==> config.mk <==
export PLATFORM = sky130hd
export DESIGN_NAME = kat_adc_phase_cal
export DESIGN_NICKNAME = d
export VERILOG_FILES = /design/src/rtl/kat_adc_phase_cal.sv
export SDC_FILE = /design/constraint.sdc
export NUM_CORES = 1
export LEC_CHECK = 0
export CORE_UTILIZATION = 46
export DETAILED_ROUTE_END_ITERATION = 8
export DONT_BUFFER_PORTS = 1
export SLEW_MARGIN = 40
export SYNTH_ARGS = -nofsm -noshare
export SYNTH_HDL_FRONTEND = slang
export SYNTH_SLANG_ARGS = --single-unit
export TNS_END_PERCENT = 10
==> constraint.sdc <==
create_clock -name ctrl_clk_in -period 3.8 [get_ports ctrl_clk_in]
set_clock_uncertainty 0.1 [all_clocks]
set_input_delay 0.19 -clock ctrl_clk_in [delete_from_list [all_inputs] [get_ports ctrl_clk_in]]
set_output_delay 0.19 -clock ctrl_clk_in [all_outputs]
set_load 0.02 [all_outputs]
==> src/rtl/kat_adc_phase_cal.sv <==
// kat_adc_phase_cal: MMCM fine-phase calibration sequencer for the KAT ADC capture clock.
// Resets the MMCM and waits for lock. It then sweeps every phase position upward,
// tracking the widest error-free run, and finally steps back down to that run's centre.
module kat_adc_phase_cal #(
  parameter int NUM_STEPS    = 280,
  parameter int PHASE_W      = 9,
  parameter int RST_CYCLES   = 16,
  parameter int LOCK_TIMEOUT = 65535,
  parameter int PSDONE_TO    = 255,
  parameter int SETTLE       = 32,
  parameter int DWELL        = 1024,
  parameter int MIN_EYE      = 8
) (
  input  logic               ctrl_clk_in,
  input  logic               ctrl_reset,
  input  logic               cal_start,
  input  logic               cal_abort,
  input  logic               mmcm_locked,
  input  logic               mmcm_psdone,
  input  logic               data_valid,
  input  logic               data_ok,
  output logic               mmcm_reset,
  output logic               mmcm_psen,
  output logic               mmcm_psincdec,
  output logic               cal_busy,
  output logic               cal_done,
  output logic               cal_fail,
  output logic [PHASE_W-1:0] cal_phase,
  output logic [PHASE_W-1:0] cal_eye_start,
  output logic [PHASE_W-1:0] cal_eye_width
);

  // One shared counter serves every timed state, so it is sized for the longest wait.
  localparam int M1      = (LOCK_TIMEOUT > DWELL) ? LOCK_TIMEOUT : DWELL;
  localparam int M2      = (PSDONE_TO > SETTLE) ? PSDONE_TO : SETTLE;
  localparam int M3      = (M1 > M2) ? M1 : M2;
  localparam int CNT_MAX = (M3 > RST_CYCLES) ? M3 : RST_CYCLES;
  localparam int CNT_W   = $clog2(CNT_MAX + 1);

  localparam logic [CNT_W-1:0]   RST_LAST    = CNT_W'(RST_CYCLES - 1);
  localparam logic [CNT_W-1:0]   LOCK_LAST   = CNT_W'(LOCK_TIMEOUT - 1);
  localparam logic [CNT_W-1:0]   PS_LAST     = CNT_W'(PSDONE_TO - 1);
  localparam logic [CNT_W-1:0]   SETTLE_LAST = CNT_W'(SETTLE - 1);
  localparam logic [CNT_W-1:0]   DWELL_LAST  = CNT_W'(DWELL - 1);
  localparam logic [PHASE_W-1:0] PH_LAST     = PHASE_W'(NUM_STEPS - 1);
  localparam logic [PHASE_W-1:0] MIN_W       = PHASE_W'(MIN_EYE);

  typedef enum logic [3:0] {
    S_IDLE, S_MRST, S_WLOCK, S_SETTLE, S_DWELL, S_EVAL,
    S_STEP, S_WPS, S_SEEK, S_SWAIT, S_DONE, S_FAIL
  } state_t;

  state_t             state_q, state_d;
  logic [CNT_W-1:0]   cnt_q, cnt_d;
  logic               err_q, err_d;
  logic [PHASE_W-1:0] phase_q, phase_d;
  logic [PHASE_W-1:0] run_len_q, run_len_d;
  logic [PHASE_W-1:0] run_start_q, run_start_d;
  logic [PHASE_W-1:0] eye_start_q, eye_start_d;
  logic [PHASE_W-1:0] eye_w_q, eye_w_d;

  logic [PHASE_W-1:0] target;
  logic [PHASE_W-1:0] run_len_new, run_start_new;
  logic               lock_watch, lock_lost, seek_move;

  // Window centre (floored) and the run update that EVAL would commit this cycle.
  always_comb begin
    target        = eye_start_q + (eye_w_q >> 1);
    run_len_new   = err_q ? '0 : run_len_q + 1'b1;
    run_start_new = (!err_q && run_len_q == '0) ? phase_q : run_start_q;
    lock_watch    = (state_q == S_SETTLE) || (state_q == S_DWELL) || (state_q == S_EVAL) ||
                    (state_q == S_STEP)   || (state_q == S_WPS)   || (state_q == S_SEEK) ||
                    (state_q == S_SWAIT);
    lock_lost     = lock_watch && !mmcm_locked;
    seek_move     = (state_q == S_SEEK) && (phase_q != target);
  end

  // Next-state and datapath update; abort beats lock loss, which beats normal sequencing.
  always_comb begin
    state_d     = state_q;
    err_d       = err_q;
    phase_d     = phase_q;
    run_len_d   = run_len_q;
    run_start_d = run_start_q;
    eye_start_d = eye_start_q;
    eye_w_d     = eye_w_q;
    if (cal_abort) begin
      state_d     = S_IDLE;
      err_d       = 1'b0;
      phase_d     = '0;
      run_len_d   = '0;
      run_start_d = '0;
      eye_start_d = '0;
      eye_w_d     = '0;
    end else if (lock_lost) begin
      state_d = S_FAIL;
    end else begin
      case (state_q)
        S_IDLE, S_DONE, S_FAIL: begin
          if (cal_start) begin
            state_d     = S_MRST;
            err_d       = 1'b0;
            phase_d     = '0;
            run_len_d   = '0;
            run_start_d = '0;
            eye_start_d = '0;
            eye_w_d     = '0;
          end
        end
        S_MRST: begin
          phase_d = '0;
          if (cnt_q == RST_LAST) state_d = S_WLOCK;
        end
        S_WLOCK: begin
          if (mmcm_locked)             state_d = S_SETTLE;
          else if (cnt_q == LOCK_LAST) state_d = S_FAIL;
        end
        S_SETTLE: begin
          err_d = 1'b0;
          if (cnt_q == SETTLE_LAST) state_d = S_DWELL;
        end
        S_DWELL: begin
          if (data_valid) begin
            if (!data_ok) err_d = 1'b1;
            if (cnt_q == DWELL_LAST) state_d = S_EVAL;
          end
        end
        S_EVAL: begin
          run_len_d   = run_len_new;
          run_start_d = run_start_new;
          // Strictly wider only: an equal later window never displaces the first one.
          if (run_len_new > eye_w_q) begin
            eye_start_d = run_start_new;
            eye_w_d     = run_len_new;
          end
          if (phase_q < PH_LAST)   state_d = S_STEP;
          else if (eye_w_d < MIN_W) state_d = S_FAIL;
          else                      state_d = S_SEEK;
        end
        S_STEP: state_d = S_WPS;
        S_WPS: begin
          if (mmcm_psdone) begin
            phase_d = phase_q + 1'b1;
            state_d = S_SETTLE;
          end else if (cnt_q == PS_LAST) begin
            state_d = S_FAIL;
          end
        end
        S_SEEK: state_d = seek_move ? S_SWAIT : S_DONE;
        S_SWAIT: begin
          if (mmcm_psdone) begin
            phase_d = phase_q - 1'b1;
            state_d = S_SEEK;
          end else if (cnt_q == PS_LAST) begin
            state_d = S_FAIL;
          end
        end
        default: state_d = S_IDLE;
      endcase
    end
  end

  // Counter restarts on every state change; DWELL counts only valid words; idle states hold zero.
  always_comb begin
    cnt_d = cnt_q + 1'b1;
    if (state_d != state_q)
      cnt_d = '0;
    else if (state_q == S_DWELL && !data_valid)
      cnt_d = cnt_q;
    else if (state_q == S_IDLE || state_q == S_DONE || state_q == S_FAIL)
      cnt_d = '0;
  end

  // Outputs decode from state; abort and lock loss drop the MMCM strobes in the same cycle.
  always_comb begin
    mmcm_reset    = (state_q == S_MRST) && !cal_abort;
    mmcm_psen     = !cal_abort && !lock_lost && ((state_q == S_STEP) || seek_move);
    mmcm_psincdec = mmcm_psen && (state_q == S_STEP);
    cal_busy      = !((state_q == S_IDLE) || (state_q == S_DONE) || (state_q == S_FAIL));
    cal_done      = (state_q == S_DONE);
    cal_fail      = (state_q == S_FAIL);
    cal_phase     = phase_q;
    cal_eye_start = eye_start_q;
    cal_eye_width = eye_w_q;
  end

  // State and datapath registers.
  always_ff @(posedge ctrl_clk_in or posedge ctrl_reset) begin
    if (ctrl_reset) begin
      state_q     <= S_IDLE;
      cnt_q       <= '0;
      err_q       <= 1'b0;
      phase_q     <= '0;
      run_len_q   <= '0;
      run_start_q <= '0;
      eye_start_q <= '0;
      eye_w_q     <= '0;
    end else begin
      state_q     <= state_d;
      cnt_q       <= cnt_d;
      err_q       <= err_d;
      phase_q     <= phase_d;
      run_len_q   <= run_len_d;
      run_start_q <= run_start_d;
      eye_start_q <= eye_start_d;
      eye_w_q     <= eye_w_d;
    end
  end

endmodule
# ---- Word-level counts from Yosys, hierarchy flattened
# Cells that the tools add are included.
dict set report word_totals {
  ff_bits 66
  wordCells 125
  output_inout_bits 33
}
dict set report classes {
  reduce_logical 33
  n_lt_le_gt_ge 3
  n_eq_ne 26
  addsub 5
  muxes 50
}
# operator n
set ops {}
lappend ops {{$mux W9} 20}
lappend ops {{$pmux W9 S2} 4}
lappend ops {{$mux W4} 13}
lappend ops {{$mux W16} 3}
lappend ops {{$pmux W4 S10} 1}
lappend ops {{$pmux W9 S4} 1}
lappend ops {{$add A9 B1 Y9 const B} 2}
lappend ops {{$add A16 B1 Y16 const B} 1}
lappend ops {{$eq A16 B10 Y1 const B} 1}
lappend ops {{$eq A16 B16 Y1 const B} 1}
lappend ops {{$eq A16 B4 Y1 const B} 1}
lappend ops {{$eq A16 B5 Y1 const B} 1}
lappend ops {{$eq A16 B8 Y1 const B} 1}
lappend ops {{$eq A4 B3 Y1 const B} 4}
lappend ops {{$eq A4 B4 Y1 const B} 4}
lappend ops {{$ne A3 B3 Y1 const B} 5}
lappend ops {{$reduce_and A5 Y1} 2}
lappend ops {{$add A9 B8 Y9} 1}
lappend ops {{$gt A9 B9 Y1} 1}
lappend ops {{$logic_not A9 Y1} 1}
lappend ops {{$logic_or A1 B1 Y1} 9}
lappend ops {{$lt A9 B4 Y1 const B} 1}
lappend ops {{$lt A9 B9 Y1 const B} 1}
lappend ops {{$ne A9 B9 Y1} 1}
lappend ops {{other kinds (18)} 37}

# ---- Depth between registers and ports, before layout
dict set report logic_depth {
  depth_word 18
  ltp_mapped 16
  ltp_nobuf 14
}

# ---- Worst setup path after synthesis
# OpenSTA, ideal clock, no wires.
dict set report synth_path {
  path_type {flip-flop to flip-flop}
  startpoint {register run_len_q[0]}
  endpoint {register cnt_q[0]}
  t_required_ns 3.618
  synth_period_minus_slack_ns 3.396
  slack_ns 0.404
  n_path_buf 0
  arrival_ns 3.214
  path_stages_with_launch 15
  cell_sequence {dfrtp_1 > ha_1 > nand3_1 > xor2_1 > nor2_1 > ha_1 > and4_1 > o211a_1 > o21ai_0 > maj3_2 > o21a_4 > mux2i_1 > a31oi_2 > or4b_1 > a31oi_1}
}
dict set report synth_between {
  elab_chain_len 15
}
# element line
set synth_lines {}
lappend synth_lines {{from (decl)} 57} ;# logic [PHASE_W-1:0] run_len_q, run_len_d;
lappend synth_lines {{from (signal assigned)} 203} ;# run_len_q <= run_len_d;
lappend synth_lines {{$add A9 B1 Y9 (*)} 69} ;# run_len_new = err_q ? '0 : run_len_q + 1'b1;
lappend synth_lines {{$mux W9 (*)} 69}
lappend synth_lines {{$gt A9 B9 Y1} 132} ;# if (run_len_new > eye_w_q) begin
lappend synth_lines {{$mux W9 (*)} 132}
lappend synth_lines {{$mux W9 (*)} 98} ;# case (state_q)
lappend synth_lines {{$mux W9 (*)} 95} ;# end else if (lock_lost) begin
lappend synth_lines {{$mux W9 (*)} 87} ;# if (cal_abort) begin
lappend synth_lines {{$lt A9 B4 Y1 (*)} 137} ;# else if (eye_w_d < MIN_W) state_d = S_FAIL;
lappend synth_lines {{$mux W2 (*)} 137}
lappend synth_lines {{$mux W4 (*)} 136} ;# if (phase_q < PH_LAST) state_d = S_STEP;
lappend synth_lines {{$pmux W4 S10 (*)} 98}
lappend synth_lines {{$mux W4 (*)} 95}
lappend synth_lines {{$mux W4 (*)} 87}
lappend synth_lines {{$ne A4 B4 Y1 (*)} 166} ;# if (state_d != state_q)
lappend synth_lines {{$ne A2 B2 Y1 (no line) / $mux W16 (equally long branches)} n/a}
lappend synth_lines {{to (signal assigned)} 200} ;# cnt_q <= cnt_d;
lappend synth_lines {{to (decl)} 54} ;# logic [CNT_W-1:0] cnt_q, cnt_d;
# Mark *: on every way between the ends. The rest lies on a longest branch, timed or not. The select of a mux whose other input is x is not followed.
# A chain may end at the register's enable or synchronous reset.

# ---- Worst setup path in the final report
dict set report layout_path {
  startpoint {register eye_start_q[0], in the netlist cal_eye_start[0]}
  endpoint {register cnt_q[3]}
}
dict set report layout_between {
  elab_chain_len 9
}
# element line
set layout_lines {}
lappend layout_lines {{from (decl)} 59} ;# logic [PHASE_W-1:0] eye_start_q, eye_start_d;
lappend layout_lines {{from (signal assigned)} 205} ;# eye_start_q <= eye_start_d;
lappend layout_lines {{$add A9 B8 Y9 (*)} 68} ;# target = eye_start_q + (eye_w_q >> 1);
lappend layout_lines {{$ne A9 B9 Y1 (*)} 75} ;# seek_move = (state_q == S_SEEK) && (phase_q != target);
lappend layout_lines {{$logic_and A1 B1 Y1 (*)} 75}
lappend layout_lines {{$mux W2 (*)} 149} ;# S_SEEK: state_d = seek_move ? S_SWAIT : S_DONE;
lappend layout_lines {{$pmux W4 S10 (*)} 98}
lappend layout_lines {{$mux W4 (*)} 95}
lappend layout_lines {{$mux W4 (*)} 87}
lappend layout_lines {{$ne A4 B4 Y1 (*)} 166}
lappend layout_lines {{$ne A2 B2 Y1 (no line) / $mux W16 (equally long branches)} n/a}
# Mark *: on every way between the ends. The rest lies on a longest branch, timed or not.

==> flow_metrics.env <==
export IMPL_core_mm2=0.009819
export IMPL_ys_warn_count=0
export IMPL_cp_end_kind="flip-flop"
export IMPL_finalSetupViolations=0
export IMPL_fin_nets=576
export IMPL_drive_gt1_share_pct=13.81
export IMPL_period_minus_slack_ps=3589
export IMPL_rsz0062_at_grt="true"
export IMPL_grt_pass1_wl_um=20330
export IMPL_worstPathMaxFanout=15
export IMPL_maxSlewHeadroom_pct=52.27
export IMPL_final_cell_mix="62 x dfrtp_1, 44 x nand2_1, 37 x nor2_1"
export IMPL_diodes=0
export IMPL_synth_area_leaders="dfrtp_1 35%, ha_1 7.2%, a22o_1 6.4%"
export IMPL_worst_pin_slew_ps=713.4
export IMPL_yosysSeqAreaShare_pct=35.35
export IMPL_slew_violations=0
export IMPL_dp_hpwl_um=8863
export IMPL_reg2reg_depth=12
export IMPL_vias=4074
export IMPL_numCtsBuffers=9
export IMPL_ys_ff_latch=66
export IMPL_status="completed"
export IMPL_port_buffers=0
export IMPL_ctsHtreeMaxLevel=3
export IMPL_leakagePower_nw=2.320
export IMPL_die_w_um=102.8
export IMPL_synthToLayoutAreaGrowth_pct=13.04
export IMPL_synthDistinctLibCells=61
export IMPL_hold_viol_final=0
export IMPL_grt_max_degree=39
export IMPL_clkPwrFrac_pct=45.6
export IMPL_fp_dieArea_mm2=0.01056
export IMPL_instances_no_fill=676
export IMPL_gp_congestion=0.8854
export IMPL_max_clock_path_buffers=2
export IMPL_cts_tree="done"
export IMPL_place_inst=656
export IMPL_drt_pass1_iterations=5
export IMPL_synth_cells=518
export IMPL_cp_required_ps=3950
export IMPL_cts_sinks=66
export IMPL_final_common_cell="dfrtp_1"
export IMPL_avgSynthCellArea_um2=9.019
export IMPL_hold_path_depth=2
export IMPL_die_h_um=102.8
export IMPL_grt_pass1_vias=3948
export IMPL_combPwrFrac_pct=6.7
export IMPL_start_util_pct=47.58
export IMPL_grt_use_total_pct=25.49
export IMPL_drv_cap=0
export IMPL_synth_async_sr_flop_share_pct=100.0
export IMPL_ys_flop_type="dfrtp_1"
export IMPL_period_share_pct=94.45
export IMPL_routed_wl_um=12420
export IMPL_finalPower_w=0.001491
export IMPL_ir_drop_mv=0.1980
export IMPL_cts_root_buf="clkbuf_8"
export IMPL_clkSlewWorstSetupHoldPaths_ps=70
export IMPL_io_pins=41
export IMPL_synth_edf_count=0
export IMPL_hold_ws_ps=23.13
export IMPL_p_per_area_mw_per_mm2=282.3
export IMPL_final_antenna_net_count=0
export IMPL_drt_iter0_markers=270
export IMPL_num_rows=36
export IMPL_synth_fp_nets=555
export IMPL_crit_type="flip-flop to flip-flop"
export IMPL_drc=0
export IMPL_wl_per_cell_um=18.37
export IMPL_critPathLaunchType="flip-flop"
export IMPL_synth_top_area_share_pct=35.35
export IMPL_grt_antenna_before_repair=0
export IMPL_swShare_pct=23.83
export IMPL_pwr_share_seq_pct=47.6
export IMPL_insertion_delay_ps=350
export IMPL_p_int_w=0.001136
export IMPL_grt_overflow_total=0
export IMPL_via_per_inst=6.027
export IMPL_switchingPower_w=0.0003552
export IMPL_synth_top_cell_by_area="dfrtp_1"
export IMPL_syn_area_mm2=0.004672
export IMPL_cp_arrival_ps=3730
export IMPL_clock_fmax_mhz=278.6
export IMPL_hold_path_class="input port to flip-flop"
-- registers in the layout, indices dropped and copies added, names as in the netlist --
signal / cells
err_q: 1
cal_eye_width: 9
cnt_q: 16
run_start_q: 9
run_len_q: 9
cal_eye_start: 9
state_q: 4
cal_phase: 9
-- cell usage after synthesis (2+ instances only) --
master	count
nand4_1	12
mux2i_1	10
nand2_1	44
nand2b_1	7
nand4b_1	3
or3_1	5
o21ai_0	16
o21bai_1	5
o31ai_1	10
nor2_1	38
a221oi_1	3
fa_1	2
nor2b_1	7
xor2_1	23
dfrtp_1	66
a21o_1	5
o22ai_1	3
and4_1	4
or2_2	3
maj3_2	2
nor4_1	20
a21oi_1	23
and3_1	2
clkbuf_1	20
inv_1	24
a31oi_1	6
a211oi_1	4
ha_1	27
o41ai_1	2
mux2_2	4
buf_2	3
nor3_1	17
o211ai_1	3
a22o_1	34
o21a_1	4
nand3_1	15
xnor2_1	18
-- metal layers --
metal	track usage, %	vias up	routed length, um
met4	10.08	0	301
met2	37.79	131	5481
met5	0	-	0
li1	-	1966	-
met3	5.153	21	808
met1	36.51	1956	5823
-- area by class of cell --
type / instances / area [um2]
well taps: 133 / 166.4
clock buffers: 13 / 158.9
inverters: 24 / 90.09
fillers: 945 / 4538
repair buffers: 35 / 270.3
multi-input cells: 403 / 2879
clock inverters: 2 / 60.06
flip-flops and latches: 66 / 1657
-- final timing paths --
kind                                  startpoint               end  slack [ps]
min in group asynchronous             ctrl_reset         cnt_q[10]         280
max in group asynchronous             ctrl_reset      run_len_q[1]        2350
worst max register to register  cal_eye_start[0]          cnt_q[3]         210
worst min register to register    run_start_q[3]    run_start_q[3]         400
worst min-delay path                   cal_abort  cal_eye_width[8]          20
worst max-delay path            cal_eye_start[0]          cnt_q[3]         210
-- worst max-delay path, stage by stage (launching register included) --
cell,delay [ps]
dfrtp_1,480
ha_1,280
fa_1,410
a21oi_1,260
o21ai_0,140
a21oi_1,200
xnor2_1,100
nor4_1,380
buf_4,200
o22ai_1,100
a31oi_4,280
xnor2_4,210
nor4_1,340
-- through the flow --
step | cell area [um2] | setup WS [ps] | utilization, % | TNS, ps
5_1_grt | 5281 | 0.7936 | 53.78 | 0
4_1_cts | 5226 | 31.09 | 53.22 | 0
2_1_floorplan | 4672 | 403.8 | - | 0
3_5_place_dp | 4966 | -37.13 | 50.57 | -277.8
3_3_place_gp | 4959 | 42.21 | 50.50 | 0
6_report | 5281 | 210.7 | 53.78 | 0
-- cell families after synthesis --
| logic type | after synthesis | synth area share [%] |
|---|---|---|
| and+or+nand+nor | 187 | 20.76 |
| AOI/OAI and AO/OA | 129 | 20.01 |
| DFF | 66 | 35.35 |
| buffers and inverters | 49 | 4.178 |
| xor gates and xnor gates | 42 | 8.034 |
| adders and majority gates | 31 | 8.570 |
| muxes | 14 | 3.107 |
-- power groups by stage --
stage          sequential, W  clock (W)  combinational, W
2_1_floorplan       0.000720          0         0.0000754
3_3_place_gp        0.000723          0         0.0000912
3_5_place_dp        0.000723          0         0.0000935
4_1_cts             0.000710   0.000694         0.0000992
5_1_grt             0.000710   0.000726          0.000110
6_report            0.000710   0.000680          0.000100
-- timing repair --
| action | in CTS | in global routing |
|---|---|---|
| hold buffers | 3 | 0 |
| pin swaps | 0 | 3 |
| hold endpoints to repair | 31 | 0 |
| gates resized for setup | 1 | 11 |
| setup buffers | 0 | 2 |
| endpoints found under the setup margin | 15 | 16 |
(Power assumes the default switching activity.)
